===== config.mk =====
export PLATFORM = sky130hd
export DESIGN_NAME = mem_arbiter
export DESIGN_NICKNAME = d
export VERILOG_FILES = /design/src/rtl/mem_arbiter_pkg.sv /design/src/rtl/mem_arbiter_rr_arb2.sv /design/src/rtl/mem_arbiter.sv
export SDC_FILE = /design/constraint.sdc
export NUM_CORES = 1
export LEC_CHECK = 0
export ABC_CLOCK_PERIOD_IN_PS = 3600
export CAP_MARGIN = 20
export CORE_MARGIN = 2
export CORE_UTILIZATION = 40
export DETAILED_ROUTE_END_ITERATION = 12
export GPL_ROUTABILITY_DRIVEN = 1
export HOLD_SLACK_MARGIN = 0.08
export PLACE_DENSITY = 0.75
export SYNTH_ARGS = -nofsm -noshare
export SYNTH_HDL_FRONTEND = slang
export SYNTH_SLANG_ARGS = --single-unit

===== constraint.sdc =====
create_clock -name clk -period 3.6 [get_ports clk]
set_clock_uncertainty 0.15 [all_clocks]
set_input_delay 0.54 -clock clk [delete_from_list [all_inputs] [get_ports clk]]
set_output_delay 0.54 -clock clk [all_outputs]
set_load 0.05 [all_outputs]

===== src/rtl/mem_arbiter_pkg.sv =====
// Shared encodings for the fetch/data memory arbiter.
package mem_arbiter_pkg;

    localparam logic [1:0] ST_IDLE = 2'd0;
    localparam logic [1:0] ST_BUSY = 2'd1;
    localparam logic [1:0] ST_RESP = 2'd2;

    localparam logic GRANT_I = 1'b0;
    localparam logic GRANT_D = 1'b1;

    localparam logic [31:0] ABORT_DATA_DEFAULT = 32'hffffffff;

    typedef struct packed {
        logic        rw;
        logic [31:0] addr;
        logic [31:0] wdata;
    } mreq_t;

endpackage


===== src/rtl/mem_arbiter_rr_arb2.sv =====
// Two-input round-robin picker: pick is combinational from requests and last grant.
// Latency: 0 cycles for pick; last_grant moves on the edge after an upd strobe.
// Backpressure: none; the caller decides when a grant is consumed via upd.
module rr_arb2
    import mem_arbiter_pkg::*;
(
    input  logic clk,
    input  logic reset,
    input  logic req0,
    input  logic req1,
    input  logic upd,
    input  logic upd_grant,
    output logic pick
);

    logic last_q;
    logic last_d;

    always_comb begin
        last_d = last_q;
        if (upd) begin
            last_d = upd_grant;
        end
    end

    always_ff @(posedge clk) begin
        if (reset) begin
            last_q <= GRANT_I;
        end else begin
            last_q <= last_d;
        end
    end

    // On a tie the port that did not win last time goes next.
    assign pick = (req0 && req1) ? ~last_q : (req1 ? GRANT_D : GRANT_I);

endmodule


===== src/rtl/mem_arbiter.sv =====
// Shares one single-ported memory bus between instruction fetch and data ports.
// Latency: request sampled in IDLE -> m_req next cycle; port ack one cycle after m_ack.
// Backpressure: req/ack handshakes; a watchdog aborts with ABORT_DATA after TIMEOUT busy cycles.
module mem_arbiter
    import mem_arbiter_pkg::*;
#(
    parameter int unsigned  TIMEOUT    = 255,
    parameter logic [31:0]  ABORT_DATA = ABORT_DATA_DEFAULT
) (
    input  logic        clk,
    input  logic        reset,
    input  logic        i_req,
    input  logic [31:0] i_addr,
    output logic        i_ack,
    output logic [31:0] i_rdata,
    input  logic        d_req,
    input  logic        d_rw,
    input  logic [31:0] d_addr,
    input  logic [31:0] d_wdata,
    output logic        d_ack,
    output logic [31:0] d_rdata,
    output logic        m_req,
    output logic        m_rw,
    output logic [31:0] m_addr,
    output logic [31:0] m_wdata,
    input  logic [31:0] m_rdata,
    input  logic        m_ack,
    output logic        err
);

    localparam logic [15:0] TO_LIM = 16'(TIMEOUT);

    logic [1:0]  state_q,   state_d;
    logic        grant_q,   grant_d;
    mreq_t       mreq_q,    mreq_d;
    logic        m_req_q,   m_req_d;
    logic [15:0] cnt_q,     cnt_d;
    logic        i_ack_q,   i_ack_d;
    logic        d_ack_q,   d_ack_d;
    logic [31:0] i_rdata_q, i_rdata_d;
    logic [31:0] d_rdata_q, d_rdata_d;
    logic        err_q,     err_d;
    logic        upd;
    logic        pick;

    rr_arb2 u_rr (
        .clk       (clk),
        .reset     (reset),
        .req0      (i_req),
        .req1      (d_req),
        .upd       (upd),
        .upd_grant (grant_q),
        .pick      (pick)
    );

    always_comb begin
        state_d   = state_q;
        grant_d   = grant_q;
        mreq_d    = mreq_q;
        m_req_d   = m_req_q;
        cnt_d     = cnt_q;
        i_ack_d   = 1'b0;
        d_ack_d   = 1'b0;
        i_rdata_d = i_rdata_q;
        d_rdata_d = d_rdata_q;
        err_d     = err_q;
        upd       = 1'b0;
        case (state_q)
            ST_IDLE: begin
                if (i_req || d_req) begin
                    grant_d = pick;
                    if (pick == GRANT_D) begin
                        mreq_d = '{rw: d_rw, addr: d_addr, wdata: d_wdata};
                    end else begin
                        mreq_d = '{rw: 1'b0, addr: i_addr, wdata: 32'h0};
                    end
                    m_req_d = 1'b1;
                    cnt_d   = 16'd0;
                    state_d = ST_BUSY;
                end
            end
            ST_BUSY: begin
                cnt_d = cnt_q + 16'd1;
                // m_ack is checked first so a tie with the watchdog completes normally.
                if (m_ack) begin
                    m_req_d = 1'b0;
                    upd     = 1'b1;
                    state_d = ST_RESP;
                    if (grant_q == GRANT_I) begin
                        i_ack_d   = 1'b1;
                        i_rdata_d = m_rdata;
                    end else begin
                        d_ack_d = 1'b1;
                        if (!mreq_q.rw) begin
                            d_rdata_d = m_rdata;
                        end
                    end
                end else if (cnt_d == TO_LIM) begin
                    m_req_d = 1'b0;
                    upd     = 1'b1;
                    err_d   = 1'b1;
                    state_d = ST_RESP;
                    if (grant_q == GRANT_I) begin
                        i_ack_d   = 1'b1;
                        i_rdata_d = ABORT_DATA;
                    end else begin
                        d_ack_d   = 1'b1;
                        d_rdata_d = ABORT_DATA;
                    end
                end
            end
            ST_RESP: begin
                cnt_d   = 16'd0;
                state_d = ST_IDLE;
            end
            default: begin
                m_req_d = 1'b0;
                state_d = ST_IDLE;
            end
        endcase
    end

    always_ff @(posedge clk) begin
        if (reset) begin
            state_q   <= ST_IDLE;
            grant_q   <= GRANT_I;
            mreq_q    <= '0;
            m_req_q   <= 1'b0;
            cnt_q     <= 16'd0;
            i_ack_q   <= 1'b0;
            d_ack_q   <= 1'b0;
            i_rdata_q <= 32'h0;
            d_rdata_q <= 32'h0;
            err_q     <= 1'b0;
        end else begin
            state_q   <= state_d;
            grant_q   <= grant_d;
            mreq_q    <= mreq_d;
            m_req_q   <= m_req_d;
            cnt_q     <= cnt_d;
            i_ack_q   <= i_ack_d;
            d_ack_q   <= d_ack_d;
            i_rdata_q <= i_rdata_d;
            d_rdata_q <= d_rdata_d;
            err_q     <= err_d;
        end
    end

    assign m_req   = m_req_q;
    assign m_rw    = mreq_q.rw;
    assign m_addr  = mreq_q.addr;
    assign m_wdata = mreq_q.wdata;
    assign i_ack   = i_ack_q;
    assign d_ack   = d_ack_q;
    assign i_rdata = i_rdata_q;
    assign d_rdata = d_rdata_q;
    assign err     = err_q;

endmodule


======== Yosys cells after proc, flatten, opt, wreduce, memory -nomap -nowiden ========
Index checks and enable logic that the tools add are counted.
word-level totals
  bits of input ports ..................... 134
  word-level logic and storage cells ...... 69
  output and inout port bits .............. 133
  bits in read-only memories .............. 0
  register bits after elaboration ......... 153
  bits in latches ......................... 0
  bits in writable memories ............... 0
  memories ................................ 0
cells by class
  divide/modulo/power cells ............... 0
  equal/unequal tests ..................... 6
  mux-type cells .......................... 31
  add/subtract/negate cells ............... 1
  bitwise operators ....................... 5
  shift-type cells ........................ 0
  multiply operators ...................... 0
  $lt $le $gt $ge ......................... 0
  reduce and logical (&&, ||, !) cells .... 13
operators by type and width
  cell                     count
  $mux W32                 9
  $mux W65                 1
  $pmux W16 S3             1
  $add A16 B1 Y16 const B  1
  $eq A16 B8 Y1 const B    1
  $mux W16                 1
  $mux W1                  14
  $reduce_and A3 Y1        3
  $mux W2                  3
  $reduce_and A2 Y1        3
  $not A1 Y1               5
  $ne A2 B2 Y1 const B     2
  $pmux W2 S2              1
  $reduce_and A4 Y1        1
  $ne A3 B3 Y1 const B     1
  $pmux W1 S3              1
  $reduce_bool A3 Y1       1
  $eq A2 B1 Y1 const B     1
  $eq A2 B2 Y1 const B     1
  $logic_not A2 Y1         1
  $reduce_bool A2 Y1       1
  $reduce_or A2 Y1         1
  $logic_and A1 B1 Y1      1
  $logic_or A1 B1 Y1       1

======== Logic depth before layout (Yosys ltp) ========
Gate-level depths: netlist of run 1.
  depth after elaboration ................. 5
  gate-level depth with buffers ........... 9
  mapped depth without buffers ............ 7

======== Cells and area by module ========
A second synthesis of run 1 with hierarchy kept.
unflattened totals
  cell total of the unflattened synthesis .. 747
  area, all modules ....................... 6488.7 sq um
by module, submodules not included
  module       seq. area each (sq um)  instances  cells each  area an instance (sq um)
  mem_arbiter  3042.9                  1          743         6447.4
  rr_arb2      20.0                    1          4           41.3

======== Worst setup path before layout of run 1 ========
Ideal clock, no wire load.
  kind .................................... register -> register
  start point ............................. reg cnt_q[0]
  end point ............................... reg m_req_q, in the netlist m_req
  path buffers ............................ 1
  cell stages (with the launch flop) ...... 9
  arrival ................................. 2.112 ns
  period minus slack after synthesis ...... 2.396 ns
  setup slack ............................. 1.204 ns
  required time ........................... 3.316 ns
  setup time .............................. 0.134 ns
  path through ............................ dfxtp_1 ha_1 nand3_1 clkbuf_1 nor3_1 a31oi_1 or4b_2 o21ai_0 a211oi_1
on the way
  word-level cells in the longest chain between the ends .. 4
ends and longest elaborated chain
  item                                RTL line            source
  start, declared                     mem_arbiter.sv:37   logic [15:0] cnt_q, cnt_d;
  start signal, assigned              mem_arbiter.sv:140  cnt_q <= cnt_d;
  $add A16 B1 Y16                     mem_arbiter.sv:83   cnt_d = cnt_q + 16'd1;
  $eq A16 B8 Y1                       mem_arbiter.sv:98   end else if (cnt_d == TO_LIM) begin
  $ne A3 B3 Y1 (no source line)       n/a
  $reduce_and A3 Y1 (no source line)  n/a
  end signal, assigned                mem_arbiter.sv:139  m_req_q <= m_req_d;
  end, declared                       mem_arbiter.sv:36   logic m_req_q, m_req_d;
No other way between the ends.
A chain may end at the register's enable or synchronous reset.

======== Worst setup path after layout of run 1 ========
  start point ............................. reg cnt_q[0]
  end point ............................... reg d_rdata_q[16], in the netlist d_rdata[16]
on the way
  word-level cells in the longest chain between the ends .. 4
ends and longest elaborated chain
  item                                 RTL line            source
  $add A16 B1 Y16                      mem_arbiter.sv:83
  $eq A16 B8 Y1                        mem_arbiter.sv:98
  $reduce_bool A2 Y1 (no source line)  n/a
  $reduce_and A4 Y1 (no source line)   n/a
  end signal, assigned                 mem_arbiter.sv:144  d_rdata_q <= d_rdata_d;
  end, declared                        mem_arbiter.sv:41   logic [31:0] d_rdata_q, d_rdata_d;
No other way between the ends.

==> results.tsv, run 1 <==
stage	metric	value	unit
logic_synthesis	Synth warnings	0	
floorplan	Horiz. Die Dim	132	um
logic_synthesis	ys flop type	dfxtp_1	
clock_tree	CTS clk-pin slew, worst paths	60	ps
worst_setup_path	critical path arrival	3270	ps
floorplan	I/O pins	267	
clock_tree	Clock Tree Root	clkbuf_16	
route	Post-Route WL	19.4	mm
timing	Final Hold Fails	0	
timing	worst slew pin tran	763	ps
logic_synthesis	Async SR Flop Fraction	0	
timing	Setup violations, final	0	
floorplan	cell row count	46	
logic_synthesis	syn nets	883	
placed_design	Inst Count DP	1180	
timing	setup TNS	0	ps
outcome	outcome	finished clean	
pwr	Leakage	3.66	nW
logic_synthesis	post-synth top area cell	dfxtp_1	
worst_setup_path	crit-path leading delay family	simple AND/OR/NAND/NOR gates	
route	# DRC	0	
clock_tree	CTS H-Tree Depth	4	
final_layout	non-filler instance count after layout	1210	
pwr	Switch Pwr	1.40	mW
grt	first-pass GRT wire length	31.3	mm
pwr	clock power share	0.376	
final_layout	fillers	1398	
placed_design	number of port buffers	266	
timing	PnR worst setup slack	518	ps
worst_setup_path	crit path launch type	flip-flop	
logic_synthesis	Yosys reg bits	153	
worst_setup_path	worst-path maximum fanout	20	
worst_setup_path	crit-path cells	ha_1 > nand3_1 > nor3_1 > a31oi_1 > nor4b_4 > nand4_4 > buf_4 > a211oi_2	
floorplan	DIE HEIGHT	132	um
worst_setup_path	Reg2Reg Setup Slack	520	ps
placed_design	RD Place Congestion	0.851	
grt	largest net degree at the start of global routing	83	
pwr	Comb power frac	0.226	
pwr	Sw Share	0.301	
timing	Max Clk Rate	324	MHz
placed_design	worst slack, placed	563	ps
clock_tree	CTS Buf Count	17	
timing	Tmin final	3080	ps
grt	total congestion overflow	0	
clock_tree	worst skew pair latency	420	ps
final_layout	layout cells sized above 1	0.0865	
clock_tree	Clock Sink Count	153	
logic_synthesis	Post-synth EDFFs	0	
clock_tree	Max clock buf depth	2	
grt	initial antenna violation count	0	
logic_synthesis	distinct cell type count after synthesis	46	
logic_synthesis	synth top area cells	dfxtp_1 47%, nor2_1 9.4%, a21oi_1 6.1%, a211oi_2 5.8%, mux2i_1 5.2%	
timing	Slew Limit Fails	0	
logic_synthesis	Syn Inst Count	747	
pwr	Internal	3.26	mW
logic_synthesis	most frequent cell after synthesis	nor2_1	
pwr	maximum VDD drop	0.351	mV
hold_path	Hold Path Depth	2	
worst_setup_path	Worst path max stage delay	470	ps
clock_tree	# hold bufs at CTS	0	
logic_synthesis	Seq/Total Area, Yosys	0.470	
worst_setup_path	slowest CP cell	nor4b_4	
pwr	Pwr per Cell Area	471	mW/mm^2
final_layout	FF+latch area	0.00306	sq mm
worst_setup_path	Worst Path Required	3790	ps
worst_setup_path	CP endpoint kind	flip-flop	
route	vias	6147	
placed_design	HPWL after detailed placement	13.8	mm
grt	vias in the first global route	5874	
grt	Total GRT Usage	0.224	
final_layout	n_diodes	0	
floorplan	Initial Util	0.410	
final_layout	relative area change from synthesis to final layout	52.1	%
route	via/cell ratio	5.08	
clock_tree	# Post-CTS Setup Buffers	0	
clock_tree	TritonCTS clock tree	done	
final_layout	Nets	1119	
route	Starting DRT DRC Count	352	
floorplan	Core Region	0.0159	sq mm
worst_setup_path	worst-case reg-to-reg path depth	8	
timing	Worst Hold Slack	312	ps
pwr	sequential cell fraction of total power	0.398	
run	max-cap violations	0	
worst_setup_path	Crit path buffers/inverters	1	
logic_synthesis	Post-synth top cells	163 x nor2_1, 153 x dfxtp_1, 79 x a21oi_1, 52 x clkbuf_1, 45 x o21ai_0	
timing	Slew headroom	0.490	
route	routed len/inst	16.0	um
logic_synthesis	Post-Syn Area	0.00651	sq mm
clock_tree	post_cts resized	0	
floorplan	die area	0.0173	sq mm
worst_setup_path	Crit Path Category	flip-flop to flip-flop	
final_layout	footprint of the multi-input gates	0.00306	sq mm
worst_setup_path	Critical Path Stages	8	
timing	post-route clock period utilization	0.856	
route	drt pass-1 iters	5	
logic_synthesis	Post-Syn Area per Cell	8.71	sq um
logic_synthesis	Synth top area share	0.470	
route	Final ANT Viol Nets	0	
hold_path	worst hold path type	flip-flop to flip-flop	
timing	RSZ-0062 raised after global routing	false	
[state kept, by name (all words and copies together) (netlist names)]
signal / cells
d_ack: 1
err: 1
u_rr.last_q: 1
i_ack: 1
state_q: 2
grant_q: 1
m_rw: 1
cnt_q: 16
m_req: 1
i_rdata: 32
d_rdata: 32
m_addr: 32
m_wdata: 32
[metrics by stage]
stage               total power, mW   util  area, sq um
global placement               2.94  0.587         9330
CTS                            4.71  0.623         9900
global route                   4.87  0.623         9900
detailed placement             2.95  0.587         9330
floorplan                      2.52      -         6510
finish                         4.66  0.623         9900
[cell families after synthesis]
group | count (synthesis) | share of synthesized area
compound gates | 239 | 0.254
simple gates | 215 | 0.149
flops | 153 | 0.470
buf+inv | 98 | 0.0627
mux | 34 | 0.0523
xor+xnor | 6 | 0.00807
fa+ha+maj | 2 | 0.00384
[layer usage]
metal	part of all wire	wire, um	track usage	up-vias
met5	0	0	0	-
met4	0.013	250	0.0640	0
met3	0.081	1570	0.0745	20
met2	0.47	9200	0.356	237
met1	0.43	8390	0.291	2795
li1	-	-	-	3095
[cell usage in the layout, fill, tap and decap left out, drive strengths merged, types with 4 or more instances in the layout]
cell	synthesis	final
clkdlybuf4s50	0	265
nor2	163	163
dfxtp	153	153
a21oi	79	79
a211oi	66	66
o21ai	46	46
inv	34	36
a22oi	34	34
mux2i	34	34
clkbuf	52	20
buf	12	16
nand2	11	11
nor3	9	9
nand4	7	7
nor4	5	5
nand3	4	4
xor2	4	4
nand2b	4	4
[layout make-up]
class | count | area share
Clock buffer | 20 | 0.0461
Clock inverter | 10 | 0.0120
Timing Repair Buffer | 281 | 0.284
Inverter | 34 | 0.0129
Multi-Input combinational cell | 496 | 0.309
Sequential cell | 153 | 0.309
Tap cell | 216 | 0.0273
[power groups by stage]
stage / clock [mW] / combinational (mW) / sequential (mW)
final: 1.75 / 1.05 / 1.86
after CTS: 1.79 / 1.06 / 1.86
after detailed placement: 0 / 1.06 / 1.89
after global routing: 1.87 / 1.12 / 1.87
after floorplan: 0 / 0.301 / 2.22
after global placement: 0 / 1.05 / 1.89
[final timing paths]
path / from / to
worst min-delay path: i_rdata[28]$_SDFFE_PP0P_ / i_rdata[28]$_SDFFE_PP0P_
worst max register to register: cnt_q[0]$_SDFFE_PP0P_ / d_rdata[16]$_SDFFE_PP0P_
worst min register to register: i_rdata[28]$_SDFFE_PP0P_ / i_rdata[28]$_SDFFE_PP0P_
worst max-delay path: cnt_q[0]$_SDFFE_PP0P_ / d_rdata[16]$_SDFFE_PP0P_
[tightest hold or removal path: cells and delay by family, from the launching register on]
| family | cells | cell delay, ps |
|---|---|---|
| DFF | 1 | 310 |
| buffers and inverters | 1 | 60 |
| AOI/OAI and AO/OA | 1 | 50 |
No activity file was read; power rests on OpenSTA's default activity.
==> run 2: changes to the inputs <==
- CORE_UTILIZATION: 40 -> 47
- PLACE_DENSITY: 0.75 -> 0.87
==> run 2 against run 1 <==
  * Global-route usage up 3.5 points
  * Die area is 14% lower
  * Critical path depth unchanged
  * Clock power rose by 5%
  * Largest power group unchanged
  * Core utilization is 9.7 points higher
  * Hold slack got worse by 73 ps
  * Fmax fell by 0.17%
  * Total power rose by 2.0%
  * Highest routed layer unchanged
  * Non-clock buffer count is the same
  * Sequential cell count unchanged
==> results.tsv, run 2 (synthesized netlist as in run 1, its figures left out) <==
stage	metric	value	unit	change
outcome	outcome	finished clean		
floorplan	Core Region	0.0137	sq mm	-14%
clock_tree	CTS clk-pin slew, worst paths	60	ps	about the same
placed_design	Inst Count DP	1143		-3.1%
worst_setup_path	reg2reg end	d_rdata[19]$_SDFFE_PP0P_		
clock_tree	Clock Tree Root	clkbuf_16		
worst_setup_path	CP endpoint kind	flip-flop		
grt	grt met1 use	0.309		+0.0183
pwr	Leakage	3.68	nW	+0.54%
floorplan	Horiz. Die Dim	122	um	-7.5%
final_layout	n_diodes	0		unchanged
pwr	Sw Share	0.298		-0.00271
timing	Final Hold Fails	0		unchanged
worst_setup_path	slowest CP cell	nor4b_4		
route	Starting DRT DRC Count	575		+63%
clock_tree	CTS Buf Count	17		unchanged
final_layout	FF+latch area	0.00306	sq mm	unchanged
pwr	Switch Pwr	1.42	mW	+1.0%
route	via/cell ratio	5.38		+5.9%
worst_setup_path	critical path arrival	3270	ps	about the same
pwr	sequential cell fraction of total power	0.390		-0.008
clock_tree	worst skew pair latency	420	ps	about the same
floorplan	DIE HEIGHT	122	um	-7.5%
floorplan	cell row count	43		-6.5%
grt	initial antenna violation count	0		unchanged
final_layout	most frequent cells in the layout	265 x clkdlybuf4s50_1, 163 x nor2_1, 153 x dfxtp_1		
timing	Tmin final	3090	ps	+5.28 ps
worst_setup_path	Reg2Reg Setup Slack	510	ps	about the same
worst_setup_path	worst-case reg-to-reg path depth	8		unchanged
route	Post-Route WL	19.6	mm	+0.97%
route	Final ANT Viol Nets	0		unchanged
timing	Slew headroom	0.541		+0.0502
clock_tree	# hold bufs at CTS	0		unchanged
pwr	maximum VDD drop	0.324	mV	-7.9%
final_layout	layout cells sized above 1	0.0873		+0.000830
grt	GRT busiest layer	met2		
floorplan	Initial Util	0.475		+0.0647
worst_setup_path	beginning of the worst register-to-register path	cnt_q[0]$_SDFFE_PP0P_		
grt	first-pass GRT wire length	30.0	mm	-4.1%
clock_tree	# Post-CTS Setup Buffers	0		unchanged
timing	post-route clock period utilization	0.858		+0.00147
run	max-cap violations	0		unchanged
floorplan	I/O pins	267		unchanged
placed_design	HPWL after detailed placement	13.7	mm	-0.76%
placed_design	worst slack, placed	586	ps	+23.5 ps
final_layout	fillers	996		-29%
hold_path	Worst Hold Launch	reset		
route	# DRC	0		unchanged
pwr	Comb power frac	0.224		-0.002
clock_tree	Clock Sink Count	153		unchanged
route	drt pass-1 iters	5		unchanged
worst_setup_path	Worst path max stage delay	460	ps	about the same
timing	Setup violations, final	0		unchanged
worst_setup_path	crit-path cells	ha_1 > nand3_1 > nor3_1 > a31oi_1 > nor4b_4 > nand4_4 > buf_4 > a211oi_2		
timing	Slew Limit Fails	0		unchanged
pwr	Pwr per Cell Area	481	mW/mm^2	+2.2%
timing	RSZ-0062 raised after global routing	false		
final_layout	Nets	1119		unchanged
grt	largest net degree at the start of global routing	82		-1.2%
route	vias	6327		+2.9%
clock_tree	Max clock buf depth	2		unchanged
timing	Max Clk Rate	324	MHz	-0.17%
pwr	Internal	3.33	mW	+2.4%
placed_design	number of port buffers	266		unchanged
worst_setup_path	Worst setup endpoint	d_rdata[19]$_SDFFE_PP0P_		
floorplan	die area	0.0148	sq mm	-14%
grt	routing usage on met2	0.435		+0.0787
final_layout	most common cell after layout, fill and taps aside	clkdlybuf4s50_1		
grt	total congestion overflow	0		unchanged
final_layout	relative area change from synthesis to final layout	51.8	%	
worst_setup_path	worst-path maximum fanout	20		unchanged
clock_tree	TritonCTS clock tree	done		
worst_setup_path	Crit Path Category	flip-flop to flip-flop		
route	routed len/inst	16.7	um	+3.9%
worst_setup_path	crit path launch type	flip-flop		
clock_tree	post_cts resized	0		unchanged
worst_setup_path	Worst Path Required	3780	ps	about the same
worst_setup_path	Setup crit start	cnt_q[0]$_SDFFE_PP0P_		
grt	vias in the first global route	5993		+2.0%
final_layout	non-filler instance count after layout	1176		-2.8%
final_layout	footprint of the multi-input gates	0.00306	sq mm	unchanged
grt	Total GRT Usage	0.259		+0.0352
pwr	clock power share	0.386		+0.010
clock_tree	CTS H-Tree Depth	4		unchanged
final_layout	final core utilization	0.720		+0.0969
timing	PnR worst setup slack	513	ps	-5.28 ps
hold_path	worst hold path type	input pin to flip-flop		
timing	setup TNS	0	ps	unchanged
placed_design	RD Place Congestion	0.878		+3.2%
timing	worst slew pin tran	689	ps	-74.3 ps
grt	met3 GRT Util	0.0833		+0.00887
==> run 2: cell types whose count changed in the layout (fill, tap and decap cells not counted), sizes merged <==
cell | previous run | this run
clkinv | 3 | 5
bufinv | 2 | 3
clkbuf | 20 | 21
clkinvlp | 3 | 1
==> run 2: critical path: cells and delay by family (launching register included) <==
family,cells,cell delay (ps)
and+or+nand+nor,4,1380
adders and majority gates,1,250
DFF,1,420
buffers and inverters,1,360
AOI/OAI and AO/OA,2,430
==> run 2: layout make-up <==
cell class              instances  area share
clock buffers                  21      0.0466
clock inverters                11      0.0146
inverters                      34      0.0129
multi-input cells             496       0.309
flip-flops and latches        153       0.310
well taps                     180      0.0228
repair buffers                281       0.284
==> run 2: worst min-delay path by stage <==
stage          cells after the start  slack, ps                  endpoint
2_1_floorplan                      2        300  u_rr.last_q$_SDFFE_PP0P_
5_1_grt                            2        240   m_addr[27]$_SDFFE_PP0P_
4_1_cts                            2        220   m_addr[21]$_SDFFE_PP0P_
3_3_place_gp                       2        300  i_rdata[31]$_SDFFE_PP0P_
6_report                           2        240      grant_q$_SDFFE_PP0P_
3_5_place_dp                       2        310  i_rdata[20]$_SDFFE_PP0P_
==> run 2: power by group through the flow <==
stage	sequential, mW	clock, mW	combinational (mW)
after floorplan	2.22	0	0.301
after global placement	1.88	0	1.04
after detailed placement	1.89	0	1.05
after CTS	1.85	1.85	1.06
after global routing	1.86	1.92	1.13
final	1.85	1.84	1.06
==> run 2: metal layers <==
layer	part of all wire	vias to the layer above
li1	-	3100
met1	0.41	2916
met2	0.48	271
met3	0.081	40
met4	0.025	0
met5	0	-
==> run 2: metrics by stage <==
stage | power, mW | cell area, sq um | hold WS [ps]
2_1_floorplan | 2.52 | 6510 | 300
3_3_place_gp | 2.93 | 9260 | 300
3_5_place_dp | 2.94 | 9260 | 307
4_1_cts | 4.77 | 9870 | 225
5_1_grt | 4.91 | 9880 | 235
6_report | 4.75 | 9880 | 239
